$ cat src/rtl/btn_pkg.sv
`default_nettype none
// ------------------------------------------------------------------
// btn_pkg: shared types and constants for the push-button conditioner
// Rev 1.0
// ------------------------------------------------------------------
package btn_pkg;

  typedef enum logic [1:0] {
    RPT_IDLE   = 2'd0,
    RPT_DELAY  = 2'd1,
    RPT_REPEAT = 2'd2
  } rpt_state_e;

  localparam int         DEF_NUM_BTN         = 4;
  localparam int         DEF_DEBOUNCE_CYCLES = 1000000;
  localparam int         DEF_REPEAT_DELAY    = 25000000;
  localparam int         DEF_REPEAT_PERIOD   = 5000000;
  localparam logic [3:0] DEF_REPEAT_MASK     = 4'b0011;

  localparam int BTN_A = 0;
  localparam int BTN_B = 1;
  localparam int BTN_C = 2;
  localparam int BTN_D = 3;

  function automatic int max_int(input int a, input int b);
    return (a > b) ? a : b;
  endfunction

endpackage
`default_nettype wire

$ cat src/rtl/btn_conditioner_if.sv
`default_nettype none
// ------------------------------------------------------------------
// btn_conditioner_if: raw keys in, conditioned levels and pulses out
// Rev 1.0
// ------------------------------------------------------------------
interface btn_conditioner_if
  import btn_pkg::*;
#(
  parameter int NUM_BTN = DEF_NUM_BTN
);

  logic [NUM_BTN-1:0] btn_raw;
  logic               enable;
  logic [NUM_BTN-1:0] btn_level;
  logic [NUM_BTN-1:0] btn_press;
  logic [NUM_BTN-1:0] btn_release;
  logic [NUM_BTN-1:0] btn_repeat;
  logic               any_press;

  modport master (
    output btn_raw,
    output enable,
    input  btn_level,
    input  btn_press,
    input  btn_release,
    input  btn_repeat,
    input  any_press
  );

  modport slave (
    input  btn_raw,
    input  enable,
    output btn_level,
    output btn_press,
    output btn_release,
    output btn_repeat,
    output any_press
  );

endinterface
`default_nettype wire

$ cat src/rtl/btn_channel.sv
`default_nettype none
// ------------------------------------------------------------------
// btn_channel: synchronizer, debouncer and auto-repeat FSM for one key
// Rev 1.0
// ------------------------------------------------------------------
module btn_channel
  import btn_pkg::*;
#(
  parameter int DEBOUNCE_CYCLES = DEF_DEBOUNCE_CYCLES,
  parameter int REPEAT_DELAY    = DEF_REPEAT_DELAY,
  parameter int REPEAT_PERIOD   = DEF_REPEAT_PERIOD,
  parameter bit REPEAT_EN       = 1'b1
) (
  input  wire  clk,
  input  wire  reset,
  input  wire  btn_raw_i,
  output logic level_o,
  output logic press_evt_o,
  output logic release_evt_o,
  output logic repeat_evt_o
);

  localparam int DW   = (DEBOUNCE_CYCLES > 1) ? $clog2(DEBOUNCE_CYCLES) : 1;
  localparam int RMAX = max_int(REPEAT_DELAY, REPEAT_PERIOD);
  localparam int RW   = (RMAX > 1) ? $clog2(RMAX) : 1;

  localparam logic [DW-1:0] DCNT_LAST   = DW'(DEBOUNCE_CYCLES - 1);
  localparam logic [RW-1:0] DELAY_LAST  = RW'(REPEAT_DELAY - 1);
  localparam logic [RW-1:0] PERIOD_LAST = RW'(REPEAT_PERIOD - 1);

  logic          sync1_q;
  logic          sync2_q;
  logic          sample;
  logic [DW-1:0] dcnt_q;
  logic [DW-1:0] dcnt_d;
  logic          level_q;
  logic          level_d;
  logic          rise;
  logic          fall;
  rpt_state_e    state_q;
  rpt_state_e    state_d;
  logic [RW-1:0] rcnt_q;
  logic [RW-1:0] rcnt_d;
  logic          rpt_pulse;

  // Keys idle high, so the chain resets to "released".
  always_ff @(posedge clk) begin
    if (!reset) begin
      sync1_q <= 1'b1;
      sync2_q <= 1'b1;
    end else begin
      sync1_q <= btn_raw_i;
      sync2_q <= sync1_q;
    end
  end

  assign sample = ~sync2_q;

  always_comb begin
    dcnt_d  = dcnt_q;
    level_d = level_q;
    if (sample == level_q) begin
      dcnt_d = '0;
    end else if (dcnt_q == DCNT_LAST) begin
      level_d = sample;
      dcnt_d  = '0;
    end else begin
      dcnt_d = dcnt_q + 1'b1;
    end
  end

  assign rise = level_d & ~level_q;
  assign fall = ~level_d & level_q;

  always_ff @(posedge clk) begin
    if (!reset) begin
      dcnt_q  <= '0;
      level_q <= 1'b0;
      state_q <= RPT_IDLE;
      rcnt_q  <= '0;
    end else begin
      dcnt_q  <= dcnt_d;
      level_q <= level_d;
      state_q <= state_d;
      rcnt_q  <= rcnt_d;
    end
  end

  always_comb begin
    state_d = state_q;
    case (state_q)
      RPT_IDLE:   if (rise && REPEAT_EN) state_d = RPT_DELAY;
      RPT_DELAY: begin
        if (fall)                      state_d = RPT_IDLE;
        else if (rcnt_q == DELAY_LAST) state_d = RPT_REPEAT;
      end
      RPT_REPEAT: if (fall) state_d = RPT_IDLE;
      default:    state_d = RPT_IDLE;
    endcase
  end

  // A release always wins over an expiring counter in the same cycle.
  always_comb begin
    rpt_pulse = 1'b0;
    rcnt_d    = rcnt_q;
    case (state_q)
      RPT_IDLE: begin
        rcnt_d    = '0;
        rpt_pulse = rise;
      end
      RPT_DELAY: begin
        if (fall) begin
          rcnt_d = '0;
        end else if (rcnt_q == DELAY_LAST) begin
          rpt_pulse = 1'b1;
          rcnt_d    = '0;
        end else begin
          rcnt_d = rcnt_q + 1'b1;
        end
      end
      RPT_REPEAT: begin
        if (fall) begin
          rcnt_d = '0;
        end else if (rcnt_q == PERIOD_LAST) begin
          rpt_pulse = 1'b1;
          rcnt_d    = '0;
        end else begin
          rcnt_d = rcnt_q + 1'b1;
        end
      end
      default: rcnt_d = '0;
    endcase
  end

  assign level_o       = level_q;
  assign press_evt_o   = rise;
  assign release_evt_o = fall;
  assign repeat_evt_o  = rpt_pulse;

endmodule
`default_nettype wire

$ cat src/rtl/btn_conditioner.sv
`default_nettype none
// ------------------------------------------------------------------
// btn_conditioner: per-key conditioning with gated, registered pulses
// Rev 1.0
// ------------------------------------------------------------------
module btn_conditioner
  import btn_pkg::*;
#(
  parameter int                 NUM_BTN         = DEF_NUM_BTN,
  parameter int                 DEBOUNCE_CYCLES = DEF_DEBOUNCE_CYCLES,
  parameter int                 REPEAT_DELAY    = DEF_REPEAT_DELAY,
  parameter int                 REPEAT_PERIOD   = DEF_REPEAT_PERIOD,
  parameter logic [NUM_BTN-1:0] REPEAT_MASK     = NUM_BTN'(DEF_REPEAT_MASK)
) (
  input wire                 clk,
  input wire                 reset,
  btn_conditioner_if.slave   bus
);

  logic [NUM_BTN-1:0] level_w;
  logic [NUM_BTN-1:0] press_d;
  logic [NUM_BTN-1:0] release_d;
  logic [NUM_BTN-1:0] repeat_d;
  logic [NUM_BTN-1:0] press_q;
  logic [NUM_BTN-1:0] release_q;
  logic [NUM_BTN-1:0] repeat_q;
  logic               any_q;

  for (genvar i = 0; i < NUM_BTN; i++) begin : g_chan
    btn_channel #(
      .DEBOUNCE_CYCLES (DEBOUNCE_CYCLES),
      .REPEAT_DELAY    (REPEAT_DELAY),
      .REPEAT_PERIOD   (REPEAT_PERIOD),
      .REPEAT_EN       (REPEAT_MASK[i])
    ) u_chan (
      .clk           (clk),
      .reset         (reset),
      .btn_raw_i     (bus.btn_raw[i]),
      .level_o       (level_w[i]),
      .press_evt_o   (press_d[i]),
      .release_evt_o (release_d[i]),
      .repeat_evt_o  (repeat_d[i])
    );
  end

  // Pulses register alongside the level so they coincide with its change.
  always_ff @(posedge clk) begin
    if (!reset) begin
      press_q   <= '0;
      release_q <= '0;
      repeat_q  <= '0;
      any_q     <= 1'b0;
    end else begin
      press_q   <= press_d   & {NUM_BTN{bus.enable}};
      release_q <= release_d & {NUM_BTN{bus.enable}};
      repeat_q  <= repeat_d  & {NUM_BTN{bus.enable}};
      any_q     <= bus.enable & (|press_d);
    end
  end

  assign bus.btn_level   = level_w;
  assign bus.btn_press   = press_q;
  assign bus.btn_release = release_q;
  assign bus.btn_repeat  = repeat_q;
  assign bus.any_press   = any_q;

endmodule
`default_nettype wire

$ cat src/flat_wrapper.sv
// flat-port wrapper written by rule: the top's interface ports become plain ports
module btn_conditioner_flat import btn_pkg::*;
#(
  parameter int                 NUM_BTN         = DEF_NUM_BTN,
  parameter int                 DEBOUNCE_CYCLES = DEF_DEBOUNCE_CYCLES,
  parameter int                 REPEAT_DELAY    = DEF_REPEAT_DELAY,
  parameter int                 REPEAT_PERIOD   = DEF_REPEAT_PERIOD,
  parameter logic [NUM_BTN-1:0] REPEAT_MASK     = NUM_BTN'(DEF_REPEAT_MASK)
)
  (clk, reset, bus_btn_raw, bus_enable, bus_btn_level, bus_btn_press, bus_btn_release, bus_btn_repeat, bus_any_press);
  btn_conditioner_if #(.NUM_BTN(NUM_BTN)) bus_i ();
  input wire clk;
  input wire reset;
  input wire logic [$bits(bus_i.btn_raw)-1:0] bus_btn_raw;
  input wire logic [$bits(bus_i.enable)-1:0] bus_enable;
  output wire logic [$bits(bus_i.btn_level)-1:0] bus_btn_level;
  output wire logic [$bits(bus_i.btn_press)-1:0] bus_btn_press;
  output wire logic [$bits(bus_i.btn_release)-1:0] bus_btn_release;
  output wire logic [$bits(bus_i.btn_repeat)-1:0] bus_btn_repeat;
  output wire logic [$bits(bus_i.any_press)-1:0] bus_any_press;
  assign bus_i.btn_raw = bus_btn_raw;
  assign bus_i.enable = bus_enable;
  assign bus_btn_level = bus_i.btn_level;
  assign bus_btn_press = bus_i.btn_press;
  assign bus_btn_release = bus_i.btn_release;
  assign bus_btn_repeat = bus_i.btn_repeat;
  assign bus_any_press = bus_i.any_press;
  btn_conditioner #(.NUM_BTN(NUM_BTN), .DEBOUNCE_CYCLES(DEBOUNCE_CYCLES), .REPEAT_DELAY(REPEAT_DELAY), .REPEAT_PERIOD(REPEAT_PERIOD), .REPEAT_MASK(REPEAT_MASK)) u_core (.clk(clk), .reset(reset), .bus(bus_i));
endmodule
$ cat config.mk
export PLATFORM = sky130hd
export DESIGN_NAME = btn_conditioner_flat
export DESIGN_NICKNAME = d
export VERILOG_FILES = /design/src/rtl/btn_pkg.sv /design/src/rtl/btn_conditioner_if.sv /design/src/rtl/btn_channel.sv /design/src/rtl/btn_conditioner.sv /design/src/flat_wrapper.sv
export SDC_FILE = /design/constraint.sdc
export NUM_CORES = 1
export LEC_CHECK = 0
export CAP_MARGIN = 20
export CORE_MARGIN = 8
export CORE_UTILIZATION = 55
export DETAILED_ROUTE_END_ITERATION = 7
export PLACE_DENSITY = 0.82
export REMOVE_ABC_BUFFERS = 1
export SLEW_MARGIN = 10
export SYNTH_ARGS = -nofsm -noshare
export SYNTH_HDL_FRONTEND = slang
export SYNTH_SLANG_ARGS = --single-unit
$ cat constraint.sdc
create_clock -name clk -period 2.9 [get_ports clk]
set_input_delay 0.435 -clock clk [delete_from_list [all_inputs] [get_ports clk]]
set_output_delay 0.435 -clock clk [all_outputs]
set_load 0.05 [all_outputs]
==> impl_metrics.ini, run 1 <==
[sta]
fin_crit_sh_pct = 77.4
tns_ns = 0
fin_skew_ns = 0.00608
final-setup-viol-count = 0
worst_pin_slew_ns = 0.941
maxSlewHeadroom_pct = 36.7
hold_viol_final = 0
holdWs_ns = 0.405
finalCriticalPeriod_ns = 2.24
max_freq_mhz = 446
rsz0062_at_grt = false
drv_slew = 0

[floorplanning]
num_rows = 41
chipWidth_um = 129
initial_core_util_pct = 56.1
io_pins = 24
die_y_um = 129
core_um2 = 12600
die_area_um2 = 16700

[synth]
ys_seq_area_share_pct = 44.6
synth_cells = 802
synth-warning-count = 0
ys.flop_type = dfxtp_1
yosys_register_bits = 157
syn_area_um2 = 7050
synth_edf_count = 0
syn_area_per_cell_um2 = 8.79
post_synth_num_cell_types = 56
synthArstFlopShare_pct = 0

[placement]
placed_cell_area_um2 = 7400
port_buffers = 23
gp_congestion = 0.814
placed_cells = 981
hpwlAfterDp_mm = 9.11

[global_route]
grtUsageTotal_pct = 17.0
grt_first_pass_wirelength_mm = 23.1
antenna_found_initial = 0
grt_max_degree = 26
overflow = 0
grt_pass1_vias = 5010

[clock_tree]
cts_buffers = 17
clock-sinks = 157
clock-root-buffer = clkbuf_16
clock_latency_ns = 0.42
clkTransAtPathRegs_ns = 0.06
hold_buffers = 0
cts_resized = 0
cts_buffer_depth = 2
cts_setup_buffers = 0
htreeDepth = 4
cts_tree = yes

[power_and_ir_drop]
powerDensity_nw_per_um2 = 549
ir_worst_vdd_v = 0.000383
power.total_w = 0.00439
p_leak_nw = 2.58

[worst_setup_path]
critPathRequiredTime_ns = 3.18
r2r-start = u_core.g_chan[1].u_chan.dcnt_q[0]$_SDFF_PP0_
setup.worst_path.end_class = flip-flop
path_max_fanout = 20
startpoint = u_core.g_chan[1].u_chan.dcnt_q[0]$_SDFF_PP0_
critPathKind = flip-flop to flip-flop
rr_worst_depth = 6
r2r-end = u_core.g_chan[1].u_chan.dcnt_q[14]$_SDFF_PP0_
startpoint_type = flip-flop
regToRegSetupSlack_ns = 0.66
crit_end = u_core.g_chan[1].u_chan.dcnt_q[14]$_SDFF_PP0_
arrival_ns = 2.52

[status]
status = completed

[routing]
antenna_left = 0
wirelength_mm = 13.4
first_iter_violations = 300
wire_per_inst_um = 13.3
drc = 0
firstDrtPassIters = 7
via_count = 5341
viasPerCell = 5.27

[job]
drv_cap = 0

[layout]
fin_nets = 849
stdcell_area_um2 = 7990
antenna_cells = 0
finalNonFillerCells = 1013
layout-drive-gt1-share_pct = 6.66
syn2layout_area_growth_pct = 13.2

[hold_path]
hold_path_depth = 1
min_path_type = flip-flop to flip-flop
-- layout make-up --
class,count,area (µm²)
fill,1044,4580
timing repair buffer,33,305
sequential,157,3140
inverter,25,93.8
clock inverter,11,116
tap,172,215
multi-input combinational,594,3640
clock buffer,21,470
-- critical path: stages (launching register included) --
cell	delay, ns
dfxtp_1	0.36
ha_1	0.21
and4_1	0.34
nand2_1	0.12
nor3_1	0.35
or3_1	0.59
nor2_1	0.12
-- metrics by stage --
| step | util (%) | worst slack [ns] |
|---|---|---|
| 5_1_grt | 63.5 | 0.381 |
| 3_3_place_gp | 58.9 | 0.745 |
| 3_5_place_dp | 58.9 | 0.669 |
| 4_1_cts | 63.5 | 0.638 |
| 2_1_floorplan | - | 0.718 |
| 6_report | 63.5 | 0.656 |
-- registers in the layout, summed over array words and instances (netlist names) --
signal,flops
u_core.g_chan.u_chan.dcnt_q,80
u_core.g_chan.u_chan.sync1_q,4
u_core.bus.btn_release,4
u_core.g_chan.u_chan.sync2_q,4
u_core.bus.btn_repeat,4
u_core.g_chan.u_chan.rcnt_q,50
u_core.g_chan.u_chan.state_q,4
u_core.g_chan.u_chan.level_o,4
u_core.bus.any_press,1
u_core.bus.btn_press,2
-- placed cells by master (no fill, tap or decap), types with 4 or more instances in the layout --
cell / synthesis / routed
nor4_1: 13 / 13
nor3_1: 18 / 18
xnor2_1: 48 / 48
and4_1: 9 / 9
buf_4: 8 / 10
clkinv_2: 0 / 6
nand4b_1: 4 / 4
or3_1: 6 / 6
inv_1: 25 / 25
clkdlybuf4s50_1: 0 / 23
clkbuf_16: 0 / 17
nand3b_1: 4 / 4
nand2_1: 54 / 54
nand3_1: 56 / 56
and3_1: 17 / 17
and2_1: 5 / 5
nand4_1: 36 / 36
xor2_1: 72 / 72
a211oi_1: 4 / 4
nand2b_1: 8 / 8
ha_1: 14 / 14
nor2_1: 169 / 169
a31oi_1: 5 / 5
nor4b_1: 7 / 7
dfxtp_1: 157 / 157
-- power by group --
group          leakage [nW]  switching [W]  total [W]  internal, W
logic                  1.02      0.0000255  0.0000431    0.0000177
registers              1.27     0.00000475    0.00217      0.00216
clock network         0.296       0.000846    0.00217      0.00133
total                  2.58       0.000876    0.00439      0.00351
-- logic make-up (layout without fill, tap and decap cells) --
family	count (synthesis)	count (layout)	share of synthesized area, %
compound gates	30	30	3.37
flops	157	157	44.6
simple gates	430	430	30.9
buf+inv	51	90	3.80
xor+xnor	120	120	14.9
fa+ha+maj	14	14	2.48
-- worst min-delay path by stage --
stage / endpoint / from / slack, ns
2_1_floorplan: u_core.g_chan[0].u_chan.sync2_q$_SDFF_PN1_ / u_core.g_chan[0].u_chan.sync1_q$_SDFF_PN1_ / 0.39
3_3_place_gp: u_core.g_chan[1].u_chan.sync2_q$_SDFF_PN1_ / u_core.g_chan[1].u_chan.sync1_q$_SDFF_PN1_ / 0.39
3_5_place_dp: u_core.g_chan[3].u_chan.sync2_q$_SDFF_PN1_ / u_core.g_chan[3].u_chan.sync1_q$_SDFF_PN1_ / 0.39
4_1_cts: u_core.g_chan[1].u_chan.sync2_q$_SDFF_PN1_ / u_core.g_chan[1].u_chan.sync1_q$_SDFF_PN1_ / 0.40
5_1_grt: u_core.g_chan[1].u_chan.sync2_q$_SDFF_PN1_ / u_core.g_chan[1].u_chan.sync1_q$_SDFF_PN1_ / 0.41
6_report: u_core.g_chan[1].u_chan.sync2_q$_SDFF_PN1_ / u_core.g_chan[1].u_chan.sync1_q$_SDFF_PN1_ / 0.40
-- layer usage --
metal | vias up | track usage [%] | share of wire, %
met5 | - | 0 | 0
met4 | 0 | 5.04 | 0.94
met3 | 10 | 5.59 | 3.9
met2 | 75 | 27.5 | 47
met1 | 2462 | 21.1 | 48
li1 | 2794 | - | -
-- synth_stat cells (all sizes together), types with 2 or more instances --
cell      n  area, µm²
nand3b    4       30.0
or3       7       45.1
dfxtp   157       3140
nor4bb    2       20.0
nor2b     3       18.8
a32oi     2       17.5
nor4b     7       61.3
a211oi    4       30.0
inv      25       93.8
a21oi     3       15.0
or4b      4       47.6
xor2     72        631
xnor2    48        420
and2      5       31.3
and3     18        114
nand3    56        280
nand4b    4       35.0
nand4    37        238
and4      9       78.8
nor4     14        103
nor3     20        110
nand2    54        203
nand2b    8       50.1
clkbuf    8       40.0
buf      18        134
o21ai     2       10.0
nor2    169        634
o211ai    4       40.0
or2       2       12.5
or4bb     2       22.5
ha       14        175
a31oi     5       31.3
a21boi    2       15.0
or4       4       33.8
No activity file was read; power rests on OpenSTA's default activity.
==> run 2, diff against run 1 <==
Clock period 2.9 ns to 2.3 ns, I/O delays scaled along.
==> impl_metrics.ini, run 2 (same netlist as run 1, synthesis figures left out) <==
[layout]
final_common_cell = nor2_1
multi_input_area_um2 = 3640
largest_register = u_core.g_chan.u_chan.dcnt_q
layout_common_cells = nor2_1 (169), dfxtp_1 (157), xor2_1 (72)
fin_util_pct = 63.9
layout-drive-gt1-share_pct = 7.21
syn2layout_area_growth_pct = 13.9
fillers = 987
fin_nets = 855
antenna_cells = 0
reg.largest.list = u_core.g_chan.u_chan.dcnt_q: 80 flops, u_core.g_chan.u_chan.rcnt_q: 50 flops
seq_area_um2 = 3140
largest_reg_flops = 80

[worst_setup_path]
setup.worst_path.end_class = output port
critPathKind = flip-flop to output port
path_max_fanout = 8
cp.depth = 1
worst-path-buf-inv = 1
cp_slowest_stage_delay_ns = 0.86
arrival_ns = 1.76
startpoint_type = flip-flop
r2r-start = u_core.g_chan[2].u_chan.dcnt_q[0]$_SDFF_PP0_
path_delay_family = buffers and inverters
cp_cell_sequence = clkdlybuf4s50_1
slowest_stage = clkdlybuf4s50_1
critPathRequiredTime_ns = 1.96
rr_worst_depth = 7
startpoint = u_core.g_chan[1].u_chan.level_o$_SDFF_PN0_

[routing]
first_iter_violations = 364
viasPerCell = 5.37
wirelength_mm = 13.6
wire_per_inst_um = 13.3
via_count = 5468
antenna_left = 0
drc = 0
firstDrtPassIters = 5

[placement]
hpwlAfterDp_mm = 9.26
port_buffers = 23
dp_slack_ns = 0.229
gp_congestion = 0.825

[global_route]
grt_first_pass_wirelength_mm = 23.6
antenna_found_initial = 0
grt_max_degree = 26
overflow = 0
grtUsageTotal_pct = 17.4
grt_pass1_vias = 5341

[floorplanning]
die_area_um2 = 16700
io_pins = 24
initial_core_util_pct = 56.1
die_y_um = 129
core_um2 = 12600
chipWidth_um = 129
num_rows = 41

[clock_tree]
cts_setup_buffers = 0
cts_tree = yes
hold_buffers = 0
cts_resized = 0
cts_buffers = 17
cts_buffer_depth = 2
clock_latency_ns = 0.43
clock-root-buffer = clkbuf_16
clkTransAtPathRegs_ns = 0.06
clock-sinks = 157
htreeDepth = 4

[hold_path]
hold_start = u_core.g_chan[3].u_chan.sync1_q$_SDFF_PN1_
min_path_type = flip-flop to flip-flop
hold_path_depth = 1

[power_and_ir_drop]
p_leak_nw = 2.60
powerDensity_nw_per_um2 = 684
ir_worst_vdd_v = 0.000554

[sta]
final-setup-viol-count = 0
drv_slew = 0
fin_skew_ns = 0.00913
hold_viol_final = 0
fin_ws_ns = 0.191
rsz0062_at_grt = false
max_freq_mhz = 474
tns_ns = 0
worst_pin_slew_ns = 0.518
finalCriticalPeriod_ns = 2.11
fin_crit_sh_pct = 91.7
maxSlewHeadroom_pct = 65.2

[job]
drv_cap = 0

[status]
status = completed
run 2: layer usage:
layer,GRT usage [%],vias to the layer above,wire length [µm]
met1,20.4,2540,6220
met4,6.70,0,260
li1,-,2813,-
met5,0,-,0
met2,29.5,91,6540
met3,4.97,24,557
run 2: per-stage QoR:
stage               cell area [µm²]  hold WS, ns  std cells  total power [W]
detailed placement             7460        0.392        987          0.00285
global route                   8030        0.423       1018          0.00566
global placement               7460        0.388        987          0.00285
floorplan                      6880        0.386        776          0.00282
finish                         8030        0.402       1018          0.00549
CTS                            8030        0.403       1018          0.00554
run 2: final cells by class:
| class | instances | area share [%] |
|---|---|---|
| inverters | 25 | 1.17 |
| repair buffers | 39 | 4.52 |
| flip-flops and latches | 157 | 39.1 |
| clock inverters | 11 | 1.48 |
| well taps | 172 | 2.68 |
| clock buffers | 20 | 5.69 |
| multi-input cells | 594 | 45.3 |
run 2: worst paths after layout:
| check | slack (ns) | endpoint |
|---|---|---|
| worst max-delay path | 0.19 | bus_btn_level[1] |
| worst min-delay path | 0.40 | u_core.g_chan[3].u_chan.sync2_q$_SDFF_PN1_ |
| worst max register to register | 0.23 | u_core.g_chan[2].u_chan.dcnt_q[19]$_SDFF_PP0_ |
| worst min register to register | 0.40 | u_core.g_chan[3].u_chan.sync2_q$_SDFF_PN1_ |
run 2: report_power, final:
group	switching [W]	internal (W)	total, W
Combinational	0.0000316	0.0000240	0.0000556
Sequential	0.00000567	0.00273	0.00273
Clock	0.00106	0.00164	0.00270
Total	0.00110	0.00439	0.00549
==> run 3, diff against run 2 <==
Settings changed: CAP_MARGIN 20 to default, CORE_ASPECT_RATIO from default to 1.75.
Clock period 2.3 ns to 2.6 ns, I/O delays scaled along.
==> impl_metrics.ini, run 3 (same netlist as run 1, synthesis figures left out) <==
[layout]
syn2layout_area_growth_pct = 13.8
final_common_cell = nor2_1
reg.largest.list = u_core.g_chan.u_chan.dcnt_q: 80 flops, u_core.g_chan.u_chan.rcnt_q: 50 flops
seq_area_um2 = 3140
largest_register = u_core.g_chan.u_chan.dcnt_q
layout_common_cells = nor2_1 (169), dfxtp_1 (157), xor2_1 (72)
fin_nets = 851
multi_input_area_um2 = 3640
fin_util_pct = 63.0
layout-drive-gt1-share_pct = 7.00
fillers = 1025
antenna_cells = 0
largest_reg_flops = 80
stdcell_area_um2 = 8020

[status]
status = completed

[sta]
rsz0062_at_grt = false
fin_skew_ns = 0.00933
holdWs_ns = 0.410
final-setup-viol-count = 0
drv_slew = 0
maxSlewHeadroom_pct = 64.5
finalCriticalPeriod_ns = 2.16
tns_ns = 0
hold_viol_final = 0
worst_pin_slew_ns = 0.528
fin_crit_sh_pct = 83.3
max_freq_mhz = 462

[placement]
placed_cell_area_um2 = 7410
hpwlAfterDp_mm = 9.42
gp_congestion = 0.859
port_buffers = 23

[power_and_ir_drop]
p_leak_nw = 2.59
power.total_w = 0.00497
ir_worst_vdd_v = 0.000386
powerDensity_nw_per_um2 = 619

[global_route]
grt_max_degree = 26
grtUsageTotal_pct = 17.4
overflow = 0
grt_first_pass_wirelength_mm = 24.3
grt_pass1_vias = 5547
antenna_found_initial = 0

[routing]
drc = 0
firstDrtPassIters = 5
wirelength_mm = 13.8
first_iter_violations = 205
viasPerCell = 5.46
via_count = 5541
wire_per_inst_um = 13.6
antenna_left = 0

[worst_setup_path]
startpoint = u_core.g_chan[1].u_chan.level_o$_SDFF_PN0_
path_delay_family = buffers and inverters
arrival_ns = 1.77
slowest_stage = clkdlybuf4s50_1
cp_slowest_stage_delay_ns = 0.88
cp_cell_sequence = clkdlybuf4s50_1
startpoint_type = flip-flop
r2r-start = u_core.g_chan[1].u_chan.rcnt_q[0]$_SDFF_PN0_
worst-path-buf-inv = 1
critPathRequiredTime_ns = 2.21
critPathKind = flip-flop to output port
setup.worst_path.end_class = output port
path_max_fanout = 8

[clock_tree]
cts_buffers = 17
clock_latency_ns = 0.41
cts_tree = yes
cts_setup_buffers = 0
clock-root-buffer = clkbuf_16
htreeDepth = 4
cts_buffer_depth = 2
clock-sinks = 157
hold_buffers = 0
cts_resized = 0
clkTransAtPathRegs_ns = 0.06

[floorplanning]
die_y_um = 166
io_pins = 24
chipWidth_um = 102
core_um2 = 12700
num_rows = 55
die_area_um2 = 16800
initial_core_util_pct = 55.4

[job]
drv_cap = 0

[hold_path]
min_path_type = flip-flop to flip-flop
hold_start = u_core.g_chan[1].u_chan.sync1_q$_SDFF_PN1_
-- run 3: per-stage QoR --
step	cells	worst slack, ns
2_1_floorplan	776	0.418
3_3_place_gp	982	0.479
3_5_place_dp	982	0.465
4_1_cts	1014	0.426
5_1_grt	1014	0.293
6_report	1014	0.435
-- run 3: cell type report --
class | instances | share of cell area [%]
inverter | 25 | 1.17
tap | 171 | 2.67
clock inverter | 11 | 1.64
timing repair buffer | 35 | 3.99
clock buffer | 21 | 5.99
sequential | 157 | 39.2
multi-input combinational | 594 | 45.4
-- run 3: worst paths after layout --
| kind | end | slack [ns] | depth (start not counted) |
|---|---|---|---|
| worst min register to register | u_core.g_chan[1].u_chan.sync2_q$_SDFF_PN1_ | 0.41 | 1 |
| worst min-delay path | u_core.g_chan[1].u_chan.sync2_q$_SDFF_PN1_ | 0.41 | 1 |
| worst max register to register | u_core.g_chan[1].u_chan.rcnt_q[5]$_SDFF_PN0_ | 0.47 | 7 |
| worst max-delay path | bus_btn_level[1] | 0.44 | 1 |
-- run 3: power by group --
group	switching, W	internal (W)	total (W)
registers	0.00000524	0.00241	0.00242
clock network	0.000976	0.00153	0.00250
logic	0.0000279	0.0000202	0.0000480
-- run 3: routing by layer --
metal	wire, µm	part of all wire (%)	vias to the layer above	track usage, %
met5	0	0	-	0
met4	339	2.5	0	8.55
met3	395	2.9	29	3.82
met2	7440	54	98	31.2
met1	5650	41	2616	18.2
li1	-	-	2798	-
